==> src/rtl/iommu_mon_pkg.sv <==
// Shared types and constants for the IOMMU AXI protocol monitor.
package iommu_mon_pkg;

  localparam int unsigned N_ERR = 8;
  localparam int unsigned N_CH  = 5;

  typedef enum logic [2:0] {
    ErrArStable      = 3'd0,
    ErrAwStable      = 3'd1,
    ErrRNoReq        = 3'd2,
    ErrBNoReq        = 3'd3,
    ErrWLastMismatch = 3'd4,
    ErrWNoAw         = 3'd5,
    ErrOutstOvf      = 3'd6,
    ErrTimeout       = 3'd7
  } err_idx_e;

  typedef enum logic [2:0] {
    ChAr = 3'd0,
    ChR  = 3'd1,
    ChAw = 3'd2,
    ChW  = 3'd3,
    ChB  = 3'd4
  } chan_e;

  function automatic logic [2:0] lowest_set(input logic [N_ERR-1:0] v);
    logic [2:0] idx;
    idx = '0;
    for (int i = N_ERR - 1; i >= 0; i--) begin
      if (v[i]) idx = 3'(i);
    end
    return idx;
  endfunction

endpackage

==> src/rtl/iommu_mon_len_fifo.sv <==
// Synchronous FIFO of AW burst lengths; head shows the incoming entry when empty.
module iommu_mon_len_fifo #(
  parameter int unsigned DEPTH = 8
) (
  input  logic       clk_i,
  input  logic       rst_i,
  input  logic       push_i,
  input  logic       pop_i,
  input  logic [7:0] data_i,
  output logic       full_o,
  output logic       empty_o,
  output logic [7:0] head_o
);

  localparam int unsigned PW = (DEPTH > 1) ? $clog2(DEPTH) : 1;
  localparam int unsigned CW = $clog2(DEPTH + 1);

  logic [7:0]    mem_q [DEPTH];
  logic [PW-1:0] wr_ptr_q, rd_ptr_q;
  logic [CW-1:0] cnt_q;
  logic          wr_en, rd_en;

  function automatic logic [PW-1:0] wrap_inc(input logic [PW-1:0] p);
    return (p == PW'(DEPTH - 1)) ? '0 : p + 1'b1;
  endfunction

  assign empty_o = (cnt_q == '0);
  assign full_o  = (cnt_q == CW'(DEPTH));
  assign head_o  = empty_o ? data_i : mem_q[rd_ptr_q];

  // A push consumed by a same-cycle pop on an empty FIFO never gets stored.
  assign wr_en = push_i && !full_o && !(empty_o && pop_i);
  assign rd_en = pop_i && !empty_o;

  always_ff @(posedge clk_i) begin
    if (rst_i) begin
      wr_ptr_q <= '0;
      rd_ptr_q <= '0;
      cnt_q    <= '0;
    end else begin
      if (wr_en) wr_ptr_q <= wrap_inc(wr_ptr_q);
      if (rd_en) rd_ptr_q <= wrap_inc(rd_ptr_q);
      cnt_q <= cnt_q + CW'(wr_en) - CW'(rd_en);
    end
  end

  always_ff @(posedge clk_i) begin
    if (wr_en) mem_q[wr_ptr_q] <= data_i;
  end

endmodule

==> src/rtl/iommu_axi_monitor.sv <==
// Passive AXI4 monitor: outstanding tracking, handshake stability, W burst length,
// response legality and stall watchdogs with sticky/pulsed error reporting.
module iommu_axi_monitor
  import iommu_mon_pkg::*;
#(
  parameter int unsigned ID_WIDTH   = 4,
  parameter int unsigned ADDR_WIDTH = 64,
  parameter int unsigned MAX_OUTST  = 8,
  parameter int unsigned TIMEOUT    = 1024
) (
  input  logic                                   clk_i,
  input  logic                                   rst_i,
  input  logic                                   clear_i,
  input  logic                                   ar_valid_i,
  input  logic                                   ar_ready_i,
  input  logic [ID_WIDTH-1:0]                    ar_id_i,
  input  logic [ADDR_WIDTH-1:0]                  ar_addr_i,
  input  logic [7:0]                             ar_len_i,
  input  logic                                   r_valid_i,
  input  logic                                   r_ready_i,
  input  logic                                   r_last_i,
  input  logic [ID_WIDTH-1:0]                    r_id_i,
  input  logic                                   aw_valid_i,
  input  logic                                   aw_ready_i,
  input  logic [ID_WIDTH-1:0]                    aw_id_i,
  input  logic [ADDR_WIDTH-1:0]                  aw_addr_i,
  input  logic [7:0]                             aw_len_i,
  input  logic                                   w_valid_i,
  input  logic                                   w_ready_i,
  input  logic                                   w_last_i,
  input  logic                                   b_valid_i,
  input  logic                                   b_ready_i,
  input  logic [ID_WIDTH-1:0]                    b_id_i,
  output logic [N_ERR-1:0]                       err_o,
  output logic [N_ERR-1:0]                       err_pulse_o,
  output logic                                   first_err_valid_o,
  output logic [2:0]                             first_err_o,
  output logic [ID_WIDTH+$clog2(MAX_OUTST+1)-1:0] rd_outst_o,
  output logic [ID_WIDTH+$clog2(MAX_OUTST+1)-1:0] wr_outst_o
);

  localparam int unsigned N_ID = 1 << ID_WIDTH;
  localparam int unsigned CW   = $clog2(MAX_OUTST + 1);
  localparam int unsigned TW   = ID_WIDTH + CW;
  localparam int unsigned WW   = $clog2(TIMEOUT + 1);

  logic ar_hs, r_done, aw_hs, w_hs, b_hs;
  assign ar_hs  = ar_valid_i && ar_ready_i;
  assign r_done = r_valid_i && r_ready_i && r_last_i;
  assign aw_hs  = aw_valid_i && aw_ready_i;
  assign w_hs   = w_valid_i && w_ready_i;
  assign b_hs   = b_valid_i && b_ready_i;

  logic                  ar_pend_q, aw_pend_q;
  logic [ID_WIDTH-1:0]   ar_id_q, aw_id_q;
  logic [ADDR_WIDTH-1:0] ar_addr_q, aw_addr_q;
  logic [7:0]            ar_len_q, aw_len_q;

  logic [N_ID-1:0][CW-1:0] rd_cnt_q, rd_cnt_d, wr_cnt_q, wr_cnt_d;
  logic [TW-1:0]           rd_tot_q, rd_tot_d, wr_tot_q, wr_tot_d;
  logic rd_same, rd_full, rd_zero, rd_inc, rd_dec;
  logic wr_same, wr_full, wr_zero, wr_inc, wr_dec;

  logic [N_CH-1:0]         stall;
  logic [N_CH-1:0][WW-1:0] wd_q, wd_d;
  logic                    wd_hit;

  logic       fifo_full, fifo_empty, have_head, w_is_last, w_end;
  logic [7:0] fifo_head, w_beat_q, w_beat_d;

  logic [N_ERR-1:0] det, err_q, err_pulse_q;
  logic             first_valid_q;
  logic [2:0]       first_q;

  iommu_mon_len_fifo #(
    .DEPTH (MAX_OUTST)
  ) u_len_fifo (
    .clk_i   (clk_i),
    .rst_i   (rst_i),
    .push_i  (aw_hs),
    .pop_i   (w_end),
    .data_i  (aw_len_i),
    .full_o  (fifo_full),
    .empty_o (fifo_empty),
    .head_o  (fifo_head)
  );

  // Outstanding counters: a same-ID inc+dec cancels; saturate at 0 and MAX_OUTST.
  always_comb begin
    rd_same  = ar_hs && r_done && (ar_id_i == r_id_i);
    rd_full  = (rd_cnt_q[ar_id_i] == CW'(MAX_OUTST));
    rd_zero  = (rd_cnt_q[r_id_i] == '0);
    rd_inc   = ar_hs && !rd_same && !rd_full;
    rd_dec   = r_done && !rd_same && !rd_zero;
    rd_cnt_d = rd_cnt_q;
    if (rd_inc) rd_cnt_d[ar_id_i] = rd_cnt_q[ar_id_i] + 1'b1;
    if (rd_dec) rd_cnt_d[r_id_i] = rd_cnt_q[r_id_i] - 1'b1;
    rd_tot_d = rd_tot_q + TW'(rd_inc) - TW'(rd_dec);

    wr_same  = aw_hs && b_hs && (aw_id_i == b_id_i);
    wr_full  = (wr_cnt_q[aw_id_i] == CW'(MAX_OUTST));
    wr_zero  = (wr_cnt_q[b_id_i] == '0);
    wr_inc   = aw_hs && !wr_same && !wr_full;
    wr_dec   = b_hs && !wr_same && !wr_zero;
    wr_cnt_d = wr_cnt_q;
    if (wr_inc) wr_cnt_d[aw_id_i] = wr_cnt_q[aw_id_i] + 1'b1;
    if (wr_dec) wr_cnt_d[b_id_i] = wr_cnt_q[b_id_i] - 1'b1;
    wr_tot_d = wr_tot_q + TW'(wr_inc) - TW'(wr_dec);
  end

  always_comb begin
    stall       = '0;
    stall[ChAr] = ar_valid_i && !ar_ready_i;
    stall[ChR]  = r_valid_i && !r_ready_i;
    stall[ChAw] = aw_valid_i && !aw_ready_i;
    stall[ChW]  = w_valid_i && !w_ready_i;
    stall[ChB]  = b_valid_i && !b_ready_i;
    wd_d   = wd_q;
    wd_hit = 1'b0;
    for (int c = 0; c < N_CH; c++) begin
      if (!stall[c]) begin
        wd_d[c] = '0;
      end else if (wd_q[c] != WW'(TIMEOUT)) begin
        wd_d[c] = wd_q[c] + 1'b1;
        if (wd_q[c] == WW'(TIMEOUT - 1)) wd_hit = 1'b1;
      end
    end
  end

  always_comb begin
    have_head = !fifo_empty || aw_hs;
    w_is_last = (w_beat_q == fifo_head);
    w_end     = w_hs && have_head && (w_is_last || w_last_i);
    w_beat_d  = w_beat_q;
    if (w_end) w_beat_d = '0;
    else if (w_hs && have_head) w_beat_d = w_beat_q + 1'b1;

    det                   = '0;
    det[ErrArStable]      = ar_pend_q && (!ar_valid_i || ar_id_i != ar_id_q ||
                                          ar_addr_i != ar_addr_q || ar_len_i != ar_len_q);
    det[ErrAwStable]      = aw_pend_q && (!aw_valid_i || aw_id_i != aw_id_q ||
                                          aw_addr_i != aw_addr_q || aw_len_i != aw_len_q);
    det[ErrRNoReq]        = r_done && rd_zero;
    det[ErrBNoReq]        = b_hs && wr_zero;
    det[ErrWLastMismatch] = w_hs && have_head && (w_last_i != w_is_last);
    det[ErrWNoAw]         = w_hs && !have_head;
    det[ErrOutstOvf]      = (ar_hs && rd_full && !rd_same) || (aw_hs && wr_full && !wr_same) ||
                            (aw_hs && fifo_full);
    det[ErrTimeout]       = wd_hit;
  end

  always_ff @(posedge clk_i) begin
    if (rst_i) begin
      ar_pend_q     <= 1'b0;
      aw_pend_q     <= 1'b0;
      ar_id_q       <= '0;
      aw_id_q       <= '0;
      ar_addr_q     <= '0;
      aw_addr_q     <= '0;
      ar_len_q      <= '0;
      aw_len_q      <= '0;
      rd_cnt_q      <= '0;
      wr_cnt_q      <= '0;
      rd_tot_q      <= '0;
      wr_tot_q      <= '0;
      wd_q          <= '0;
      w_beat_q      <= '0;
      err_q         <= '0;
      err_pulse_q   <= '0;
      first_valid_q <= 1'b0;
      first_q       <= '0;
    end else begin
      ar_pend_q   <= ar_valid_i && !ar_ready_i;
      aw_pend_q   <= aw_valid_i && !aw_ready_i;
      ar_id_q     <= ar_id_i;
      aw_id_q     <= aw_id_i;
      ar_addr_q   <= ar_addr_i;
      aw_addr_q   <= aw_addr_i;
      ar_len_q    <= ar_len_i;
      aw_len_q    <= aw_len_i;
      rd_cnt_q    <= rd_cnt_d;
      wr_cnt_q    <= wr_cnt_d;
      rd_tot_q    <= rd_tot_d;
      wr_tot_q    <= wr_tot_d;
      wd_q        <= wd_d;
      w_beat_q    <= w_beat_d;
      err_pulse_q <= det;
      err_q       <= (clear_i ? '0 : err_q) | det;
      if (clear_i) begin
        first_valid_q <= 1'b0;
        first_q       <= '0;
      end
      // A detection in the clearing cycle re-arms the capture immediately.
      if ((clear_i || !first_valid_q) && |det) begin
        first_valid_q <= 1'b1;
        first_q       <= lowest_set(det);
      end
    end
  end

  assign err_o             = err_q;
  assign err_pulse_o       = err_pulse_q;
  assign first_err_valid_o = first_valid_q;
  assign first_err_o       = first_q;
  assign rd_outst_o        = rd_tot_q;
  assign wr_outst_o        = wr_tot_q;

endmodule

==> config.mk <==
export PLATFORM = sky130hd
export DESIGN_NAME = iommu_axi_monitor
export DESIGN_NICKNAME = d
export VERILOG_FILES = /design/src/rtl/iommu_mon_pkg.sv /design/src/rtl/iommu_mon_len_fifo.sv /design/src/rtl/iommu_axi_monitor.sv
export SDC_FILE = /design/constraint.sdc
export NUM_CORES = 1
export LEC_CHECK = 0
export BUFFER_PORTS_ARGS = -buffer_cell sky130_fd_sc_hd__buf_2
export CORE_ASPECT_RATIO = 0.5
export CORE_MARGIN = 10
export CORE_UTILIZATION = 40
export CTS_BUF_LIST = sky130_fd_sc_hd__clkbuf_4 sky130_fd_sc_hd__clkbuf_8 sky130_fd_sc_hd__clkbuf_16
export CTS_CLUSTER_SIZE = 20
export DETAILED_ROUTE_END_ITERATION = 7
export GPL_TIMING_DRIVEN = 1
export PLACE_DENSITY_LB_ADDON = 0.12
export SYNTH_ARGS = -nofsm -noshare
export SYNTH_HDL_FRONTEND = slang
export SYNTH_SLANG_ARGS = --single-unit
==> constraint.sdc <==
create_clock -name clk_i -period 4.8 [get_ports clk_i]
set_input_delay 0.48 -clock clk_i [delete_from_list [all_inputs] [get_ports clk_i]]
set_output_delay 0.48 -clock clk_i [all_outputs]
set_load 0.01 [all_outputs]
# Yosys cells after proc, flatten, opt, wreduce, memory -nomap -nowiden
# Memory sizes are Yosys's and may differ from the RTL's. A register that Yosys moved wholly into a read port is not among the register bits.
# Index checks and enable logic that the tools add are counted.
# word_totals
register_bits	391
ramBits	64
inputBits	175
output_inout_bits	36
elab_cells	257
memories	1
# op_classes
add_sub_neg	18
n_lt_le_gt_ge	8
eq_ne	25
muxes	59
n_bitwise	6
reduce_logical	85
# memory_table
memory	words	word_bits	read_ports	rd_ports_with_merged_regs	write_ports	line	source
u_len_fifo.mem_q	8	8	1	1	1	iommu_mon_len_fifo.sv:18	logic [7:0] mem_q [DEPTH];
# op_table
cell	n
$bwmux W64	4
$mux W64	4
$ne A64 B64 Y1	2
$bmux W4 S4	4
$demux W4 S4	4
$add A11 B1 Y11 const B	5
$eq A11 B10 Y1 const B	5
$ne A11 B11 Y1 const B	5
$logic_and A1 B1 Y1	45
$mux W3	14
$mux W4	8
$lt A4 B5 Y1 const B	4
$mux W1	19
$logic_not A1 Y1	18
$add A8 B1 Y8	2
$ge A4 B1 Y1 const B	4
$mux W8	2
$ne A8 B8 Y1	2
$sub A8 B1 Y8	2
$eq A4 B4 Y1 const B	3
$logic_not A4 Y1	3
$reduce_or A2 Y1	6
$logic_or A1 B1 Y1	11
$add A4 B1 Y4 const B	2
14 further kinds	23

# Depth between registers and ports, before layout
# Gate-level depths: netlist of run 1.
# logic_depth
depth_word	25
mapped_depth	25
ltp_nobuf	21

# Cells and area by module
# From an unflattened synthesis of run 1, not the netlist that was laid out.
# unflattened
cells_unflattened	2213
area_unflattened_um2	22873.2
# modules_own_cells
mod	n_inst	cells_per_inst	area_each_um2	seq_area_each_um2
iommu_axi_monitor	1	1991	19653.8	7627.3
iommu_mon_len_fifo	1	222	3219.3	2182.1

# Worst setup path after synthesis of run 1
# Ideal clock, no wire load.
# synth_timing
kind	input port to flip-flop
from	input aw_id_i[0]
to	register wr_tot_q[6], in the netlist wr_outst_o[6]
setup_time_ps	128
arrival_time_ps	4742
slack_ps	-70
path_stages	24
path_buffers	4
cell_sequence	buf_4 -> buf_2 -> mux4_2 -> mux2_2 -> o21ai_2 -> clkbuf_1 -> ha_1 -> inv_1 -> o31ai_4 -> buf_6 -> or2_2 -> ha_1 -> inv_1 -> ha_1 -> inv_1 -> fa_1 -> nor2b_1 -> o21ai_0 -> nand2b_1 -> a21oi_1 -> nor2_1 -> nor2_1 -> xor2_1 -> nor2_1
# synth_via
elab_chain_cells	7
word_cells_on_any_way	13
classes_between	add/sub: 2; eq/ne: 2; mux: 2; reduce/logical: 7
# synth_lines
element	line	source
from (decl)	iommu_axi_monitor.sv:25	input logic [ID_WIDTH-1:0] aw_id_i,
$bmux W4 S4 or $eq A4 B4 Y1 (tied branches)	iommu_axi_monitor.sv:101, iommu_axi_monitor.sv:100	
$mux W4 (implied by the code) or $logic_and A1 B1 Y1 (tied branches)	iommu_axi_monitor.sv:101, iommu_axi_monitor.sv:100	
$eq A4 B4 Y1 or $logic_not A1 Y1 (tied branches)	iommu_axi_monitor.sv:101, iommu_axi_monitor.sv:103, iommu_axi_monitor.sv:104	
$logic_not A1 Y1 or $logic_and A1 B1 Y1 (tied branches)	iommu_axi_monitor.sv:103	wr_inc = aw_hs && !wr_same && !wr_full;
$logic_and A1 B1 Y1	iommu_axi_monitor.sv:103	
$add A8 B1 Y8	iommu_axi_monitor.sv:108	wr_tot_d = wr_tot_q + TW'(wr_inc) - TW'(wr_dec);
$sub A8 B1 Y8 (*)	iommu_axi_monitor.sv:108	
to (signal assigned)	iommu_axi_monitor.sv:184	wr_tot_q <= wr_tot_d;
to (decl)	iommu_axi_monitor.sv:60	logic [TW-1:0] rd_tot_q, rd_tot_d, wr_tot_q, wr_tot_d;
# Mark *: on every way between the ends. The rest lies on a longest branch, timed or not. The select of a mux whose other input is x is not followed.
# A chain may end at the register's enable or synchronous reset.

==> summary.md, run 1 <==
| Metric | Value |
|---|---|
| Global-route congestion overflow total | 0 |
| Post-CTS Setup Inserts | 0 |
| Post-synthesis area per instance | 10.4 um2 |
| Placeable Area | 55,700 um2 |
| Highest routed metal layer | met4 |
| Peak fanout along the critical path | 16 |
| Worst reg-to-reg setup slack | 0.66 ns |
| Clock insertion delay at the later pin of the skew report | 0.58 ns |
| Most common cell after layout, fill and taps aside | sky130_fd_sc_hd__dfxtp_1 |
| Met3 WL | 3140 um |
| Startpoint type of the worst setup path | register |
| CP max stage cell | sky130_fd_sc_hd__mux4_2 |
| Cell count after synthesis | 2,176 |
| Area of the die | 67,000 um2 |
| Static leakage | 10.6 nW |
| Reg-to-reg endpoint | u_len_fifo.cnt_q[2] |
| GPL Wtd Cong | 0.882 |
| Final setup fails | 0 |
| Shortest period the worst path allows | 4.14 ns |
| Number of enable-type register cells in the synthesized netlist | 64 |
| Startpoint of the tightest hold check path | ar_addr_i[55] |
| Area after detailed placement | 24,500 um2 |
| Number of nets at the end of the flow | 2,588 |
| Total clock buffers created by CTS | 45 |
| Placed Instances | 3,075 |
| Via count normalized by instance count | 5.23 |
| Type of the worst setup path | reg2reg |
| Number of placement rows | 61 |
| Actual transition at the worst max-transition pin | 1.18 ns |
| Type of destination of the critical path | register |
| Routed length per instance | 19.6 um |
| Max incr delay on CP | 0.54 ns |
| Hold crit path type | in2reg |
| Global-route wire length before repair | 97,000 um |
| Number of DRC violations after detailed routing | 0 |
| Die width | 356 um |
| Number of buffers added on ports | 210 |
| Tcrit/Tclk final | 86.3% |
| Required time at the worst-slack endpoint | 5.23 ns |
| Detailed Route Iter0 Violations | 1,126 |
| Final hold viol count | 0 |
| Syn nets | 2,398 |
| Ordered cell list for the critical path | buf_4 > mux4_2 > mux2i_1 > nor2_1 > a21oi_1 > xnor2_1 > nor4_1 > nand2_1 > ha_1 > inv_1 > nand3_1 > inv_1 > ha_1 > inv_1 > ha_1 > inv_1 > fa_1 > xor2_1 > nor2_1 |
| Largest voltage drop on the vdd net | 227 uV |
| Commonest register cell after synthesis | sky130_fd_sc_hd__dfxtp_1 |
| P&R area growth vs syn | 15.5% |
| Timing-limited maximum frequency | 0.241 GHz |
| Top library cells by usage in the layout, fill and taps aside | sky130_fd_sc_hd__dfxtp_1, sky130_fd_sc_hd__nor2_1, sky130_fd_sc_hd__buf_2 |
| Total of warnings raised by yosys | 0 |
| Detailed Route WL | 62,100 um |
| Via count | 16.5k |
| Worst Hold End | ar_addr_q[55] |
| Detail Route met2 WL | 28,800 um |
| Ports placed on the boundary | 211 |
| Bufs on Longest Clock Path | 3 |
| Hold depth | 2 |
| CTS hold repair buffers | 0 |
| Sequential-to-total area share from yosys stat | 43.4% |
| Endpoint arrival time on the critical path | 4.57 ns |
| Post-route clock skew | 0.0285 ns |
| Post-route standard cell area excluding fillers | 26,100 um2 |
| Fraction of registers with async set/reset | 0% |
| Outcome | completed |
| First-pass iteration count of the detailed router | 5 |
| Filler Cell Count | 5,295 |
| Delay-heaviest family, CP | adder cells |
| All-Layer GR Usage | 18.1% |
| Cell repeated most along the worst path | sky130_fd_sc_hd__inv_1 |
| Max transition margin | 21.0% |
| Pins Over Slew Limit | 0 |
| Number of H-tree branching levels | 2 |
| Post-Layout Cell Count | 3,163 |
| Number of library cell types mapped by synthesis | 69 |
| Largest net degree at the start of global routing | 137 |
| RSZ-0062 raised after global routing | no |
| CP Buf/Inv Count | 5 |
| Detailed placer's ending HPWL | 44,900 um |
| Antenna violations before repair | 4 |
| Area of the mapped netlist | 22,600 um2 |
| Via count of the first global-routing pass | 16.4k |
| Proportion of layout cells with a drive suffix above 1 | 23.0% |
| Starting density of the core | 40.6% |
| Root Driver | sky130_fd_sc_hd__clkbuf_16 |
| Post-synthesis sequential element count | 458 |
| Reported max-cap violation count | 0 |
| Final total negative setup slack | 0 ns |
| Clock transition time at the flip-flop clock pins of the worst setup and hold paths | 0.07 ns |
| CTS-repair resized insts | 0 |
| Count of cells along the worst register-to-register path | 19 |
| Number of sinks driven by the clock tree | 458 |
| Met1 Routed Length | 28,900 um |
| Power Density | 357 nW/um2 |
| Final antenna-violating net count | 0 |
| DIE HEIGHT | 188 um |
| CTS tree | done |
cells in the mapped netlist (all sizes together), types with 4 or more instances:
library cell,count,area (um2)
a2111o,5,56.3
a2111oi,7,61.3
a211oi,34,255
a21o,6,45.0
a21oi,45,225
a22o,7,61.3
a22oi,10,75.1
and2,10,62.6
and3,32,200
and4,6,52.6
buf,31,158
clkbuf,75,282
dfxtp,394,7890
edfxtp,64,1920
ha,44,551
inv,108,405
mux2,116,1310
mux2i,128,1280
mux4,85,1910
nand2,76,285
nand2b,10,62.6
nand3,56,280
nand3b,6,45.0
nand4,42,263
nand4b,4,35.0
nor2,264,991
nor2b,177,1110
nor3,22,135
nor3b,5,42.5
nor4,33,231
nor4b,6,58.8
o21ai,10,57.6
o21bai,4,30.0
o22ai,18,113
o2bb2ai,9,78.8
or2,6,37.5
or3,6,37.5
xnor2,96,841
xor2,89,780
worst max path at each step:
stage / end / slack (ns) / cells past startpoint
2_1_floorplan: wr_outst_o[6] / 0.09 / 24
3_3_place_gp: wr_outst_o[6] / 0.25 / 21
3_5_place_dp: wr_outst_o[6] / 0.23 / 21
4_1_cts: u_len_fifo.cnt_q[2] / 0.61 / 19
5_1_grt: u_len_fifo.cnt_q[2] / 0.29 / 19
6_report: u_len_fifo.cnt_q[2] / 0.66 / 19
state kept, by name, indices dropped and copies added, names as in the netlist, 55 cells and up, named ones only:
| name | cells |
|---|---|
| ar_addr_q | 64 |
| aw_addr_q | 64 |
| rd_cnt_q | 64 |
| u_len_fifo.mem_q | 64 |
| wr_cnt_q | 64 |
| wd_q | 55 |
metal layers:
layer	global-route usage, %	up-vias
met5	0	-
met4	4.31	0
met3	3.53	80
met2	29.3	344
met1	24.6	8070
li1	-	8037
cell families after synthesis:
family          Yosys count  share of synthesized area [%]
mux                     329                           19.9
compound gates          174                           5.49
flops                   458                           43.4
buf+inv                 215                           3.75
fa+ha+maj                47                           2.70
simple gates            768                           17.6
xor+xnor                185                           7.16
stage by stage:
step | setup slack, ns | hold slack, ns | utilization [%] | power [W]
final | 0.657 | 0.124 | 46.9 | 0.00933
after global routing | 0.294 | 0.103 | 46.9 | 0.00981
after CTS | 0.614 | 0.0871 | 46.9 | 0.00947
after detailed placement | 0.228 | 0.453 | 44.0 | 0.00566
after global placement | 0.249 | 0.449 | 44.0 | 0.00565
after floorplan | 0.0852 | 0.450 | - | 0.00522
power breakdown:
part / internal [W] / switching, W / total [W]
Combinational: 0.000619 / 0.000793 / 0.00141
Sequential: 0.00405 / 0.000102 / 0.00415
Clock: 0.00218 / 0.00158 / 0.00376
layout make-up:
type                       instances  area (um2)  area share [%]
tap                              756         946            3.62
antenna                            5        12.5          0.0479
inverter                         109         409            1.57
clock inverter                    22         283            1.08
multi-input combinational       1503       12000            45.9
clock buffer                      61        1300            4.96
timing repair buffer             249        1370            5.23
sequential                       458        9810            37.6
Note: power is estimated with default switching activity, not from simulation.
==> run 2, diff against run 1 <==
--- a/config.mk
+++ b/config.mk
@@ -13,6 +13,7 @@
 export CTS_CLUSTER_SIZE = 20
 export DETAILED_ROUTE_END_ITERATION = 7
 export GPL_TIMING_DRIVEN = 1
+export MAX_ROUTING_LAYER = met4
 export PLACE_DENSITY_LB_ADDON = 0.12
 export SYNTH_ARGS = -nofsm -noshare
 export SYNTH_HDL_FRONTEND = slang
==> run 2 against run 1 <==
  * Via count hardly changed
  * Worst hold slack hardly changed
  * Wire length is 0.14% higher
  * Count of clock-buffer cells in the layout stayed put
  * Final cell count stayed put
  * Largest cell class unchanged
  * Largest power group unchanged
==> summary.md, run 2 (same netlist as run 1, synthesis figures left out) <==
| Metric | Value |
|---|---|
| Largest net degree at the start of global routing | 137 (unchanged) |
| Number of H-tree branching levels | 2 (unchanged) |
| RSZ-0062 raised after global routing | no |
| Top library cells by usage in the layout, fill and taps aside | sky130_fd_sc_hd__dfxtp_1, sky130_fd_sc_hd__nor2_1, sky130_fd_sc_hd__buf_2 |
| Pins Over Slew Limit | 0 (unchanged) |
| Area of the die | 67,000 um2 (unchanged) |
| CTS tree | done |
| Part of the power in combinational logic | 15.2% (about the same) |
| Via count of the first global-routing pass | 16.4k (+0.030%) |
| Global-route wire length before repair | 97,100 um (about the same) |
| Final antenna-violating net count | 0 (unchanged) |
| CP max stage cell | sky130_fd_sc_hd__mux4_2 |
| Root Driver | sky130_fd_sc_hd__clkbuf_16 |
| Cell repeated most along the worst path | sky130_fd_sc_hd__inv_1 |
| Outcome | completed |
| Portion of total power attributed to sequential cells | 44.5% (about the same) |
| All-Layer GR Usage | 18.6% (+0.52 points) |
| Detailed placer's ending HPWL | 44,900 um (unchanged) |
| Post-route clock skew | 0.0281 ns (-0.000453 ns) |
| Peak fanout along the critical path | 16 (unchanged) |
| Post-route standard cell area excluding fillers | 26,100 um2 (unchanged) |
| Routed length per instance | 19.6 um (+0.14%) |
| DIE HEIGHT | 188 um (unchanged) |
| Proportion of layout cells with a drive suffix above 1 | 23.0% (unchanged) |
| Actual transition at the worst max-transition pin | 1.17 ns (-0.0139 ns) |
| Post-CTS Setup Inserts | 0 (unchanged) |
| Number of DRC violations after detailed routing | 0 (unchanged) |
| Power Density | 357 nW/um2 (about the same) |
| Final setup fails | 0 (unchanged) |
| Total clock buffers created by CTS | 45 (unchanged) |
| Via count normalized by instance count | 5.23 (about the same) |
| Starting density of the core | 40.6% (unchanged) |
| Reported max-cap violation count | 0 (unchanged) |
| Number of buffers added on ports | 210 (unchanged) |
| Die width | 356 um (unchanged) |
| Max incr delay on CP | 0.54 ns (about the same) |
| CTS-repair resized insts | 0 (unchanged) |
| Type of destination of the critical path | register |
| Static leakage | 10.6 nW (unchanged) |
| Required time at the worst-slack endpoint | 5.23 ns (about the same) |
| Tcrit/Tclk final | 86.4% (about the same) |
| Internal Pwr Total | 0.00685 W (about the same) |
| Largest voltage drop on the vdd net | 228 uV (+0.20%) |
| Ports placed on the boundary | 211 (unchanged) |
| Clock Power Share | 40.3% (about the same) |
| First-pass iteration count of the detailed router | 5 (unchanged) |
| Final total negative setup slack | 0 ns (unchanged) |
| Global-route congestion overflow total | 0 (unchanged) |
| Number of placement rows | 61 (unchanged) |
| Detailed Route Iter0 Violations | 1,202 (+6.7%) |
| Detailed Route WL | 62,100 um (+0.14%) |
| Antenna violations before repair | 4 (unchanged) |
| Ordered cell list for the critical path | buf_4 > mux4_2 > mux2i_1 > nor2_1 > a21oi_1 > xnor2_1 > nor4_1 > nand2_1 > ha_1 > inv_1 > nand3_1 > inv_1 > ha_1 > inv_1 > ha_1 > inv_1 > fa_1 > xor2_1 > nor2_1 |
| Clock transition time at the flip-flop clock pins of the worst setup and hold paths | 0.07 ns (about the same) |
| Endpoint arrival time on the critical path | 4.58 ns (about the same) |
| Bufs on Longest Clock Path | 3 (unchanged) |
| Via count | 16.5k (-0.024%) |
| Number of nets at the end of the flow | 2,588 (unchanged) |
| Area after detailed placement | 24,500 um2 (unchanged) |
| Clock insertion delay at the later pin of the skew report | 0.58 ns (about the same) |
| Filler Cell Count | 5,295 (unchanged) |
| CTS hold repair buffers | 0 (unchanged) |
| Final hold viol count | 0 (unchanged) |
| Timing-limited maximum frequency | 0.241 GHz (about the same) |
| Placeable Area | 55,700 um2 (unchanged) |
| P&R area growth vs syn | 15.5% (unchanged) |
| Hold crit path type | in2reg |
| GPL Wtd Cong | 0.897 (+1.6%) |
| Most common cell after layout, fill and taps aside | sky130_fd_sc_hd__dfxtp_1 |
| Switching power total | 0.00248 W (about the same) |
| Max transition margin | 21.9% (+0.93 points) |
| Shortest period the worst path allows | 4.15 ns (+0.00302 ns) |
| Type of the worst setup path | reg2reg |
| Worst reg-to-reg setup slack | 0.65 ns (about the same) |
| Switching power share of the total | 26.6% (about the same) |
| Number of sinks driven by the clock tree | 458 (unchanged) |
| Startpoint type of the worst setup path | register |
==> run 2: cell counts in the layout (fill, tap and decap cells not counted) <==
No cell type changed its count.
==> run 2: area by class of cell <==
class / count / area (um2) / area share [%]
Sequential cell: 458 / 9810 / 37.6
Antenna cell: 5 / 12.5 / 0.0479
Inverter: 109 / 409 / 1.57
Tap cell: 756 / 946 / 3.62
Timing Repair Buffer: 249 / 1370 / 5.23
Clock buffer: 61 / 1300 / 4.96
Multi-Input combinational cell: 1503 / 12000 / 45.9
Clock inverter: 22 / 283 / 1.08
==> run 2: worst paths after layout <==
check,start,depth (start not counted),endpoint
worst max-delay path,register,19,u_len_fifo.cnt_q[2]
worst min register to register,err_o[3],2,err_o[3]
worst min-delay path,ar_addr_i[43],2,ar_addr_q[43]
worst max register to register,register,19,u_len_fifo.cnt_q[2]
==> run 2: critical path: cells and delay by family (launching register included) <==
| kind | cells | cell delay, ns |
|---|---|---|
| xor+xnor | 2 | 0.22 |
| simple gates | 5 | 0.83 |
| buf+inv | 5 | 0.68 |
| compound gates | 1 | 0.18 |
| fa+ha+maj | 4 | 0.99 |
| mux | 2 | 0.76 |
| flops | 1 | 0.31 |
==> run 2: per-layer routing <==
metal  global-route usage (%)  part of all wire [%]  routed length [um]
met1                     24.6                    47               29000
met2                     29.3                    46               28800
met3                     3.55                   5.3                3260
met4                     4.31                   1.8                1150
met5                        -                     0                   0
==> run 2: power groups by stage <==
stage	Sequential, W	Clock, W	Combinational (W)
5_1_grt	0.00417	0.00404	0.00160
6_report	0.00415	0.00376	0.00141
3_3_place_gp	0.00424	0	0.00141
4_1_cts	0.00415	0.00388	0.00143
2_1_floorplan	0.00423	0	0.000986
3_5_place_dp	0.00424	0	0.00142
==> run 2: through the flow <==
step | util, % | power, W | instances | setup WS (ns) | hold WS (ns)
final | 46.9 | 0.00933 | 3163 | 0.654 | 0.124
after global routing | 46.9 | 0.00981 | 3162 | 0.295 | 0.103
after CTS | 46.9 | 0.00947 | 3158 | 0.614 | 0.0871
after detailed placement | 44.0 | 0.00566 | 3075 | 0.228 | 0.453
after global placement | 44.0 | 0.00565 | 3075 | 0.249 | 0.449
after floorplan | - | 0.00522 | 2176 | 0.0852 | 0.450
==> run 3, diff against run 2 <==
--- a/config.mk
+++ b/config.mk
@@ -18,3 +18,4 @@
 export SYNTH_ARGS = -nofsm -noshare
 export SYNTH_HDL_FRONTEND = slang
 export SYNTH_SLANG_ARGS = --single-unit
+export TNS_END_PERCENT = 30
==> constraint.sdc (replaced) <==
create_clock -name clk_i -period 4.75 [get_ports clk_i]
set_input_delay 0.475 -clock clk_i [delete_from_list [all_inputs] [get_ports clk_i]]
set_output_delay 0.475 -clock clk_i [all_outputs]
set_load 0.01 [all_outputs]
==> run 3 against run 2 <==
  * Sequential power grew 1%
  * Sequential share of layout area shrank 0.13 points
  * Non-clock buffer count grew 2
  * Fmax grew 2.2%
  * Combinational power is essentially flat
  * Largest cell class unchanged
==> summary.md, run 3 (same netlist as run 1, synthesis figures left out) <==
| Metric | Value |
|---|---|
| Final setup fails | 0 (unchanged) |
| Outcome | completed |
| Post-route clock skew | 0.0202 ns (-0.00792 ns) |
| Root Driver | sky130_fd_sc_hd__clkbuf_16 |
| CP Buf/Inv Count | 5 (unchanged) |
| Antenna violations before repair | 6 (+2) |
| Number of sinks driven by the clock tree | 458 (unchanged) |
| Detailed Route Iter0 Violations | 1,174 (-2.3%) |
| Total clock buffers created by CTS | 46 (+2.2%) |
| Final total negative setup slack | 0 ns (unchanged) |
| Top library cells by usage in the layout, fill and taps aside | sky130_fd_sc_hd__dfxtp_1, sky130_fd_sc_hd__nor2_1, sky130_fd_sc_hd__buf_2 |
| Filler Cell Count | 5,305 (+0.19%) |
| Timing-limited maximum frequency | 0.246 GHz (+2.2%) |
| Static leakage | 10.6 nW (+0.50%) |
| Startpoint of the tightest hold check path | ar_len_i[5] |
| Via count of the first global-routing pass | 16.4k (-0.38%) |
| Largest voltage drop on the vdd net | 254 uV (+11%) |
| P&R area growth vs syn | 15.9% |
| Global-route wire length before repair | 96,700 um (-0.41%) |
| Power Density | 366 nW/um2 (+2.5%) |
| Tcrit/Tclk final | 85.4% (-0.93 points) |
| Number of nets at the end of the flow | 2,591 (+0.12%) |
| Via count normalized by instance count | 5.18 (-0.81%) |
| Max transition margin | 28.0% (+6.1 points) |
| Detailed placer's ending HPWL | 44,600 um (-0.71%) |
| Pins Over Slew Limit | 0 (unchanged) |
| Type of destination of the critical path | register |
| DIE HEIGHT | 188 um (unchanged) |
| Hold crit path type | in2reg |
| Max incr delay on CP | 0.56 ns (+0.02 ns) |
| Most common cell after layout, fill and taps aside | sky130_fd_sc_hd__dfxtp_1 |
| All-Layer GR Usage | 18.5% (-0.12 points) |
| Clock transition time at the flip-flop clock pins of the worst setup and hold paths | 0.07 ns (about the same) |
| Placeable Area | 55,700 um2 (unchanged) |
| Ports placed on the boundary | 211 (unchanged) |
| Required time at the worst-slack endpoint | 5.19 ns (-0.04 ns) |
| Clock insertion delay at the later pin of the skew report | 0.58 ns (about the same) |
| Routed length per instance | 19.6 um (-0.20%) |
| Detailed Route WL | 62,100 um (about the same) |
| Placed Instances | 3,077 (+0.065%) |
| Shortest period the worst path allows | 4.06 ns (-0.0875 ns) |
| Largest net degree at the start of global routing | 148 (+8.0%) |
| Die width | 356 um (unchanged) |
| Post-CTS Setup Inserts | 0 (unchanged) |
| Final antenna-violating net count | 0 (unchanged) |
| Number of DRC violations after detailed routing | 0 (unchanged) |
| Endpoint arrival time on the critical path | 4.50 ns (-0.08 ns) |
| Cell repeated most along the worst path | sky130_fd_sc_hd__inv_1 |
| Startpoint type of the worst setup path | register |
| Actual transition at the worst max-transition pin | 1.07 ns (-0.0912 ns) |
| Starting density of the core | 40.6% (unchanged) |
| First-pass iteration count of the detailed router | 4 (-1) |
| Number of buffers added on ports | 210 (unchanged) |
| GPL Wtd Cong | 0.913 (+1.8%) |
| Area of the die | 67,000 um2 (unchanged) |
| Global-route congestion overflow total | 0 (unchanged) |
| Number of H-tree branching levels | 2 (unchanged) |
| Number of placement rows | 61 (unchanged) |
| CTS hold repair buffers | 0 (unchanged) |
| Peak fanout along the critical path | 16 (unchanged) |
| CTS tree | done |
| Type of the worst setup path | reg2reg |
| CTS-repair resized insts | 0 (unchanged) |
| Delay-heaviest family, CP | adder cells |
| Reported max-cap violation count | 0 (unchanged) |
| Ordered cell list for the critical path | buf_4 > mux4_2 > mux2i_1 > nor2_1 > a21oi_1 > xnor2_1 > nor4_1 > nand2_1 > ha_1 > inv_1 > nand3_1 > inv_1 > ha_1 > inv_1 > ha_1 > inv_1 > fa_1 > xor2_1 > nor2_1 |
| RSZ-0062 raised after global routing | no |
| Bufs on Longest Clock Path | 3 (unchanged) |
| Via count | 16.4k (-0.62%) |
| CP max stage cell | sky130_fd_sc_hd__mux4_2 |
| Post-Layout Cell Count | 3,169 (+0.19%) |
| Proportion of layout cells with a drive suffix above 1 | 23.2% (+0.13 points) |
| Worst reg-to-reg setup slack | 0.69 ns (+0.04 ns) |
| Final hold viol count | 0 (unchanged) |
-- run 3: path summary, 6_finish.rpt --
path,endpoint,cells past startpoint
min,ar_len_q[5],2
max reg2reg,u_len_fifo.cnt_q[2],19
max,u_len_fifo.cnt_q[2],19
min reg2reg,err_o[3],2
-- run 3: metal layers --
metal / track usage (%) / share of wire [%] / wire (um) / vias to the layer above
li1: - / - / - / 8072
met1: 24.6 / 47 / 29500 / 7923
met2: 28.9 / 46 / 28400 / 354
met3: 3.81 / 5.4 / 3340 / 75
met4: 3.98 / 1.6 / 990 / 0
met5: - / 0 / 0 / -
-- run 3: power by group --
group	switching (W)	total [W]	internal [W]
Combinational	0.000807	0.00143	0.000627
Clock	0.00164	0.00397	0.00232
Sequential	0.000104	0.00420	0.00409
Total	0.00255	0.00960	0.00704
-- run 3: metrics by stage --
stage                     instance area, um2  worst slack, ns  hold WS, ns  util, %  total power [W]
after floorplan                        22600           0.0402        0.450        -          0.00527
after global placement                 24500            0.240        0.451     44.0          0.00572
after detailed placement               24500            0.186        0.453     44.0          0.00573
after CTS                              26200            0.639       0.0892     47.0          0.00973
after global routing                   26200            0.228        0.106     47.0           0.0101
final                                  26200            0.692        0.116     47.1          0.00960
-- run 3: final cells by class --
class | instances | area [um2] | area share [%]
antenna | 7 | 17.5 | 0.0668
clock buffer | 61 | 1330 | 5.08
clock inverter | 24 | 325 | 1.24
inverter | 109 | 409 | 1.56
multi-input combinational | 1503 | 12000 | 45.8
sequential | 458 | 9810 | 37.4
tap | 756 | 946 | 3.61
timing repair buffer | 251 | 1380 | 5.27
